<file path="src/rtl/sort_wave_scheduler_if.sv">
// Request and result handshake bundle for sort_wave_scheduler.
// master: requesters + downstream consumer; slave: the scheduler.
interface sort_wave_scheduler_if #(
    parameter int PORT_NUB = 4,
    parameter int AW       = 2,
    parameter int DW       = 8
);
    localparam int WT = PORT_NUB * (1 + 2 * AW + DW);

    logic [PORT_NUB-1:0]    req_valid;
    logic [PORT_NUB-1:0]    req_ready;
    logic [PORT_NUB*AW-1:0] req_dest;
    logic [PORT_NUB*DW-1:0] req_data;
    logic                   out_valid;
    logic                   out_ready;
    logic [WT-1:0]          out_port;
    logic [PORT_NUB-1:0]    grant;

    modport master (
        output req_valid, req_dest, req_data, out_ready,
        input  req_ready, out_valid, out_port, grant
    );

    modport slave (
        input  req_valid, req_dest, req_data, out_ready,
        output req_ready, out_valid, out_port, grant
    );
endinterface

</file>
<file path="src/rtl/sort_wave_scheduler.sv">
// Batches per-port requests into sorter waves, resolves dest conflicts
// (one winner per dest, losers retried) and hands the wave downstream.
// Ports: clk, rst (sync, active-high), bus (req_*/out_*/grant, slave),
//   sort_in/sort_out to the odd_even_sort network, busy (FSM not IDLE).
// Option: define SORT_SCHED_BATCH_EN for batch-fair request gating.
`ifndef DATA_WIDTH
`define DATA_WIDTH 8
`endif
`ifndef PORT_NUB_TOTAL
`define PORT_NUB_TOTAL 4
`endif

module sort_wave_scheduler #(
    parameter int  PORT_NUB = 4,
    parameter int  SORT_LAT = 3,
    localparam int AW       = $clog2(`PORT_NUB_TOTAL),
    localparam int DW       = `DATA_WIDTH,
    localparam int WP       = 1 + 2 * AW + DW,
    localparam int WT       = PORT_NUB * WP
) (
    input  logic                 clk,
    input  logic                 rst,
    sort_wave_scheduler_if.slave bus,
    output logic [WT-1:0]        sort_in,
    input  logic [WT-1:0]        sort_out,
    output logic                 busy
);
    localparam int CW = $clog2(SORT_LAT + 1);

    typedef enum logic [1:0] {IDLE, WAIT, OUT} state_t;

    state_t              state;
    logic [CW-1:0]       cnt;
    logic [PORT_NUB-1:0] hold_v;
    logic [AW-1:0]       hold_dest [PORT_NUB];
    logic [DW-1:0]       hold_data [PORT_NUB];
    logic [PORT_NUB-1:0] accept;
    logic [PORT_NUB-1:0] win_src;
    logic [WT-1:0]       resolved;
    logic [WT-1:0]       wave;
    logic                capture;

`ifdef SORT_SCHED_BATCH_EN
    logic batch_open;

    // Reopens only once every hold has drained, so a winner cannot
    // reload ahead of the losers of its batch.
    always_ff @(posedge clk) begin
        if (rst)
            batch_open <= 1'b1;
        else if (state == IDLE)
            batch_open <= ~|hold_v;
    end

    assign bus.req_ready = ~hold_v & {PORT_NUB{batch_open}};
`else
    assign bus.req_ready = ~hold_v;
`endif

    assign accept  = bus.req_valid & bus.req_ready;
    assign busy    = (state != IDLE);
    assign capture = (state == WAIT) && (cnt == CW'(SORT_LAT));

    // Slot j wins unless an earlier valid slot targets the same dest;
    // all-pairs, so sorter key order does not matter.
    function automatic logic slot_wins(input logic [WT-1:0] v, input int j);
        logic w;
        w = v[j*WP+WP-1];
        for (int k = 0; k < j; k++)
            if (v[k*WP+WP-1] && v[k*WP+DW+AW +: AW] == v[j*WP+DW+AW +: AW])
                w = 1'b0;
        return w;
    endfunction

    always_comb begin
        resolved = sort_out;
        win_src  = '0;
        for (int j = 0; j < PORT_NUB; j++) begin
            if (slot_wins(sort_out, j)) begin
                for (int i = 0; i < PORT_NUB; i++)
                    if (sort_out[j*WP+DW +: AW] == AW'(i))
                        win_src[i] = 1'b1;
            end else begin
                resolved[j*WP+WP-1] = 1'b0;
            end
        end
    end

    always_comb begin
        wave = '0;
        for (int i = 0; i < PORT_NUB; i++)
            if (hold_v[i])
                wave[i*WP +: WP] = {1'b1, hold_dest[i], AW'(i), hold_data[i]};
    end

    always_ff @(posedge clk) begin
        if (rst) begin
            state         <= IDLE;
            cnt           <= '0;
            hold_v        <= '0;
            sort_in       <= '0;
            bus.out_port  <= '0;
            bus.grant     <= '0;
            bus.out_valid <= 1'b0;
        end else begin
            unique case (state)
                IDLE: begin
                    if (|hold_v) begin
                        sort_in <= wave;
                        cnt     <= '0;
                        state   <= WAIT;
                    end
                end
                WAIT: begin
                    // Zeros behind the wave flush the sorter pipeline.
                    sort_in <= '0;
                    if (capture) begin
                        bus.out_port  <= resolved;
                        bus.grant     <= win_src;
                        bus.out_valid <= 1'b1;
                        state         <= OUT;
                    end else begin
                        cnt <= cnt + 1'b1;
                    end
                end
                OUT: begin
                    if (bus.out_ready) begin
                        bus.out_valid <= 1'b0;
                        state         <= IDLE;
                    end
                end
                default: state <= IDLE;
            endcase
            hold_v <= (hold_v & ~(capture ? win_src : {PORT_NUB{1'b0}}))
                    | accept;
            for (int i = 0; i < PORT_NUB; i++) begin
                if (accept[i]) begin
                    hold_dest[i] <= bus.req_dest[i*AW +: AW];
                    hold_data[i] <= bus.req_data[i*DW +: DW];
                end
            end
        end
    end
endmodule

</file>
<file path="src/flat_wrapper.sv">
// flat-port wrapper written by rule: the top's interface ports become plain ports
module sort_wave_scheduler_flat 
#(
    parameter int  PORT_NUB = 4,
    parameter int  SORT_LAT = 3,
    localparam int AW       = $clog2(`PORT_NUB_TOTAL),
    localparam int DW       = `DATA_WIDTH,
    localparam int WP       = 1 + 2 * AW + DW,
    localparam int WT       = PORT_NUB * WP
)
  (clk, rst, sort_in, sort_out, busy, bus_req_valid, bus_req_dest, bus_req_data, bus_out_ready, bus_req_ready, bus_out_valid, bus_out_port, bus_grant);
  sort_wave_scheduler_if #(.PORT_NUB(PORT_NUB), .AW(($clog2(`PORT_NUB_TOTAL))), .DW((`DATA_WIDTH))) bus_i ();
  input  logic clk;
  input  logic rst;
  output logic [WT-1:0] sort_in;
  input  logic [WT-1:0] sort_out;
  output logic busy;
  input wire logic [$bits(bus_i.req_valid)-1:0] bus_req_valid;
  input wire logic [$bits(bus_i.req_dest)-1:0] bus_req_dest;
  input wire logic [$bits(bus_i.req_data)-1:0] bus_req_data;
  input wire logic [$bits(bus_i.out_ready)-1:0] bus_out_ready;
  output wire logic [$bits(bus_i.req_ready)-1:0] bus_req_ready;
  output wire logic [$bits(bus_i.out_valid)-1:0] bus_out_valid;
  output wire logic [$bits(bus_i.out_port)-1:0] bus_out_port;
  output wire logic [$bits(bus_i.grant)-1:0] bus_grant;
  assign bus_i.req_valid = bus_req_valid;
  assign bus_i.req_dest = bus_req_dest;
  assign bus_i.req_data = bus_req_data;
  assign bus_i.out_ready = bus_out_ready;
  assign bus_req_ready = bus_i.req_ready;
  assign bus_out_valid = bus_i.out_valid;
  assign bus_out_port = bus_i.out_port;
  assign bus_grant = bus_i.grant;
  sort_wave_scheduler #(.PORT_NUB(PORT_NUB), .SORT_LAT(SORT_LAT)) u_core (.clk(clk), .rst(rst), .bus(bus_i), .sort_in(sort_in), .sort_out(sort_out), .busy(busy));
endmodule
</file>
<file path="config.mk">
export PLATFORM = sky130hd
export DESIGN_NAME = sort_wave_scheduler_flat
export DESIGN_NICKNAME = d
export VERILOG_FILES = /design/src/rtl/sort_wave_scheduler_if.sv /design/src/rtl/sort_wave_scheduler.sv /design/src/flat_wrapper.sv
export SDC_FILE = /design/constraint.sdc
export NUM_CORES = 1
export LEC_CHECK = 0
export CORE_MARGIN = 4
export CORE_UTILIZATION = 45
export DETAILED_ROUTE_END_ITERATION = 10
export PLACE_DENSITY_LB_ADDON = 0.3
export SYNTH_ARGS = -nofsm -noshare
export SYNTH_HDL_FRONTEND = slang
export SYNTH_SLANG_ARGS = --single-unit
</file>
<file path="constraint.sdc">
create_clock -name clk -period 5.5 [get_ports clk]
set_clock_uncertainty 0.15 [all_clocks]
set_input_delay 1.1 -clock clk [delete_from_list [all_inputs] [get_ports clk]]
set_output_delay 1.1 -clock clk [all_outputs]
set_load 0.03 [all_outputs]
</file>
==> metrics.yaml <==
drt_iter0_drc: 366
die_w_um: 117
crit_chain: "nor2_1 > inv_2 > clkdlybuf4s50_1"
grt_pass1_vias: 4544
grt_max_degree: 61
diodes: 0
first_pass_iters: 6
yosysWarnings: 0
yosys_most_used_dff: "dfxtp_1"
grt_first_pass_wirelength_um: 22800
cp-start-kind: "flip-flop"
wl_um: 14700
m1WireLength_um: 5900
post-cts-setup-buffer-count: 0
num_rows: 39
clk_path_buf_depth: 2
fmax_mhz: 319
crit_arrival_ns: 1.88
drive_above_1_share_pct: 4.77
root_buffer: "clkbuf_16"
wl_per_cell_um: 16.8
syn_inst: 531
ys_top_cells_by_count: "dfxtp_1 (109), nand2_1 (102), a21oi_1 (60)"
powerDensity_nw_per_um2: 334
synth_area_um2: 5340
slowest_delay_ns: 0.69
synth.area.top_cells: "dfxtp_1 (41%), edfxtp_1 (22%), nand2_1 (7.2%)"
area_growth_pct: 51.1
outcome: "complete, no violations"
fin_tns_setup_ns: 0
fin_nets: 821
critPathSlowestCell: "clkdlybuf4s50_1"
yosysTopAreaCell: "dfxtp_1"
ir_drop_mv: 0.203
wl_met2_um: 7190
antenna_found_initial: 0
core_um2: 11500
synth_top_area_share_pct: 40.9
ios: 213
worstPathRequired_ns: 4.25
dieArea_um2: 13700
rsz0062_at_grt: "no"
path_clk_slew_ns: 0.06
worst_slack_ns: 2.37
crit_type: "reg -> out"
end_kind: "primary output"
top_layer: "met4"
r2r_end: "u_core.hold_v[1]"
place_area_um2: 7430
finalMaxSlewViolations: 0
cts_buffers: 17
yosysMostFrequentCell: "dfxtp_1"
ys_seq_area_share_pct: 63.3
fin_crit_ns: 3.13
min_path_type: "reg -> reg"
ys_types: 42
hpwl_um: 10600
drtAntennaViolNets: 0
r2r_setup_slack_ns: 2.75
period_share_pct: 56.9
vias: 4533
place_congestion: 0.847
r2r_cells: 6
start_util_pct: 46.4
startpoint: "u_core.state[0]"
htreeDepth: 4
numClockSinks: 149
hold_depth: 2
pre_cts_slack_ns: 2.41
grt_overflow: 0
cts_tree: "built"
tightestPinTransition_ns: 0.900
dr_wl_met3_um: 1390
io_buffers: 208
ys_ff_latch: 149
drt-vias-per-instance: 5.17
drc: 0
crit_fanout: 10
postCtsHoldBufs: 0
clock_latency_ns: 0.41
die_h_um: 117
final_area_um2: 8070
power.leakage_nw: 2.88
grt.total_usage_pct: 21.7
hold_viol_final: 0
min_to: "u_core.bus.out_port[17]"
hp-start: "u_core.bus.out_port[17]"
synth_edf_count: 40
slew_headroom_pct: 40.0
ctsResizeCount: 0
r2r-start: "u_core.cnt[0]"
setup_viol: 0
async_flop_share_pct: 0
maxCapViolCount: 0
avgSynthCellArea_um2: 10.1
-- critical path: cells and delay by family (launching register included) --
family                 cells  cell delay (ns)
buffers and inverters      2             0.83
DFF                        1             0.55
and+or+nand+nor            1             0.10
-- flip-flops by register name, indices dropped and copies added (netlist names) --
name	cells
u_core.sort_in	44
u_core.bus.grant	4
u_core.hold_dest	8
u_core.bus.out_port	52
u_core.state	2
u_core.hold_v	4
u_core.hold_data	32
u_core.bus.out_valid	1
u_core.cnt	2
-- through the flow --
step	utilization, %	power, mW	hold slack [ns]	std cells
after CTS	70.1	2.72	0.304	877
after floorplan	-	1.34	0.309	534
final	70.1	2.70	0.300	877
after detailed placement	64.5	1.48	0.296	845
after global routing	70.1	2.80	0.325	877
after global placement	64.5	1.47	0.291	845
-- layout make-up --
class | instances | area, um2
clock buffers | 22 | 464
inverters | 15 | 56.3
multi-input cells | 328 | 1720
flip-flops and latches | 149 | 3380
fillers | 862 | 3450
clock inverters | 10 | 176
repair buffers | 210 | 2090
well taps | 143 | 179
-- worst max-delay path by stage --
stage / cells after the start / end / slack [ns]
6_report: 3 / busy / 2.37
5_1_grt: 3 / busy / 2.29
4_1_cts: 3 / busy / 2.34
3_5_place_dp: 6 / u_core.hold_v[2] / 2.41
3_3_place_gp: 6 / u_core.hold_v[1] / 2.51
2_1_floorplan: 5 / u_core.hold_v[1] / 3.17
-- where the power goes --
group	internal (mW)	total, mW	switching [mW]
Combinational	0.125	0.274	0.149
Sequential	1.16	1.18	0.0177
Clock	0.825	1.24	0.418
-- routing by layer --
layer	up-vias	GRT usage [%]
met5	-	0
met4	0	8.10
met3	22	8.84
met2	187	35.9
met1	2127	25.5
li1	2197	-
-- logic make-up after synthesis --
group           share of synthesized area [%]
xor+xnor                                 1.97
flops                                    63.3
buf+inv                                  4.78
fa+ha+maj                               0.234
simple gates                             14.5
compound gates                           15.1
other cells                            0.0702
-- cell usage in the layout, fill, tap and decap left out, types with 5 or more instances in the layout --
| cell | count |
|---|---|
| bufinv_16 | 5 |
| nand2_1 | 102 |
| a21oi_1 | 60 |
| clkbuf_16 | 17 |
| edfxtp_1 | 40 |
| nor2_1 | 59 |
| a22oi_1 | 41 |
| inv_1 | 13 |
| xnor2_1 | 12 |
| nand3_1 | 8 |
| dfxtp_1 | 109 |
| clkdlybuf4s50_1 | 207 |
Note: power is estimated with default switching activity, not from simulation.
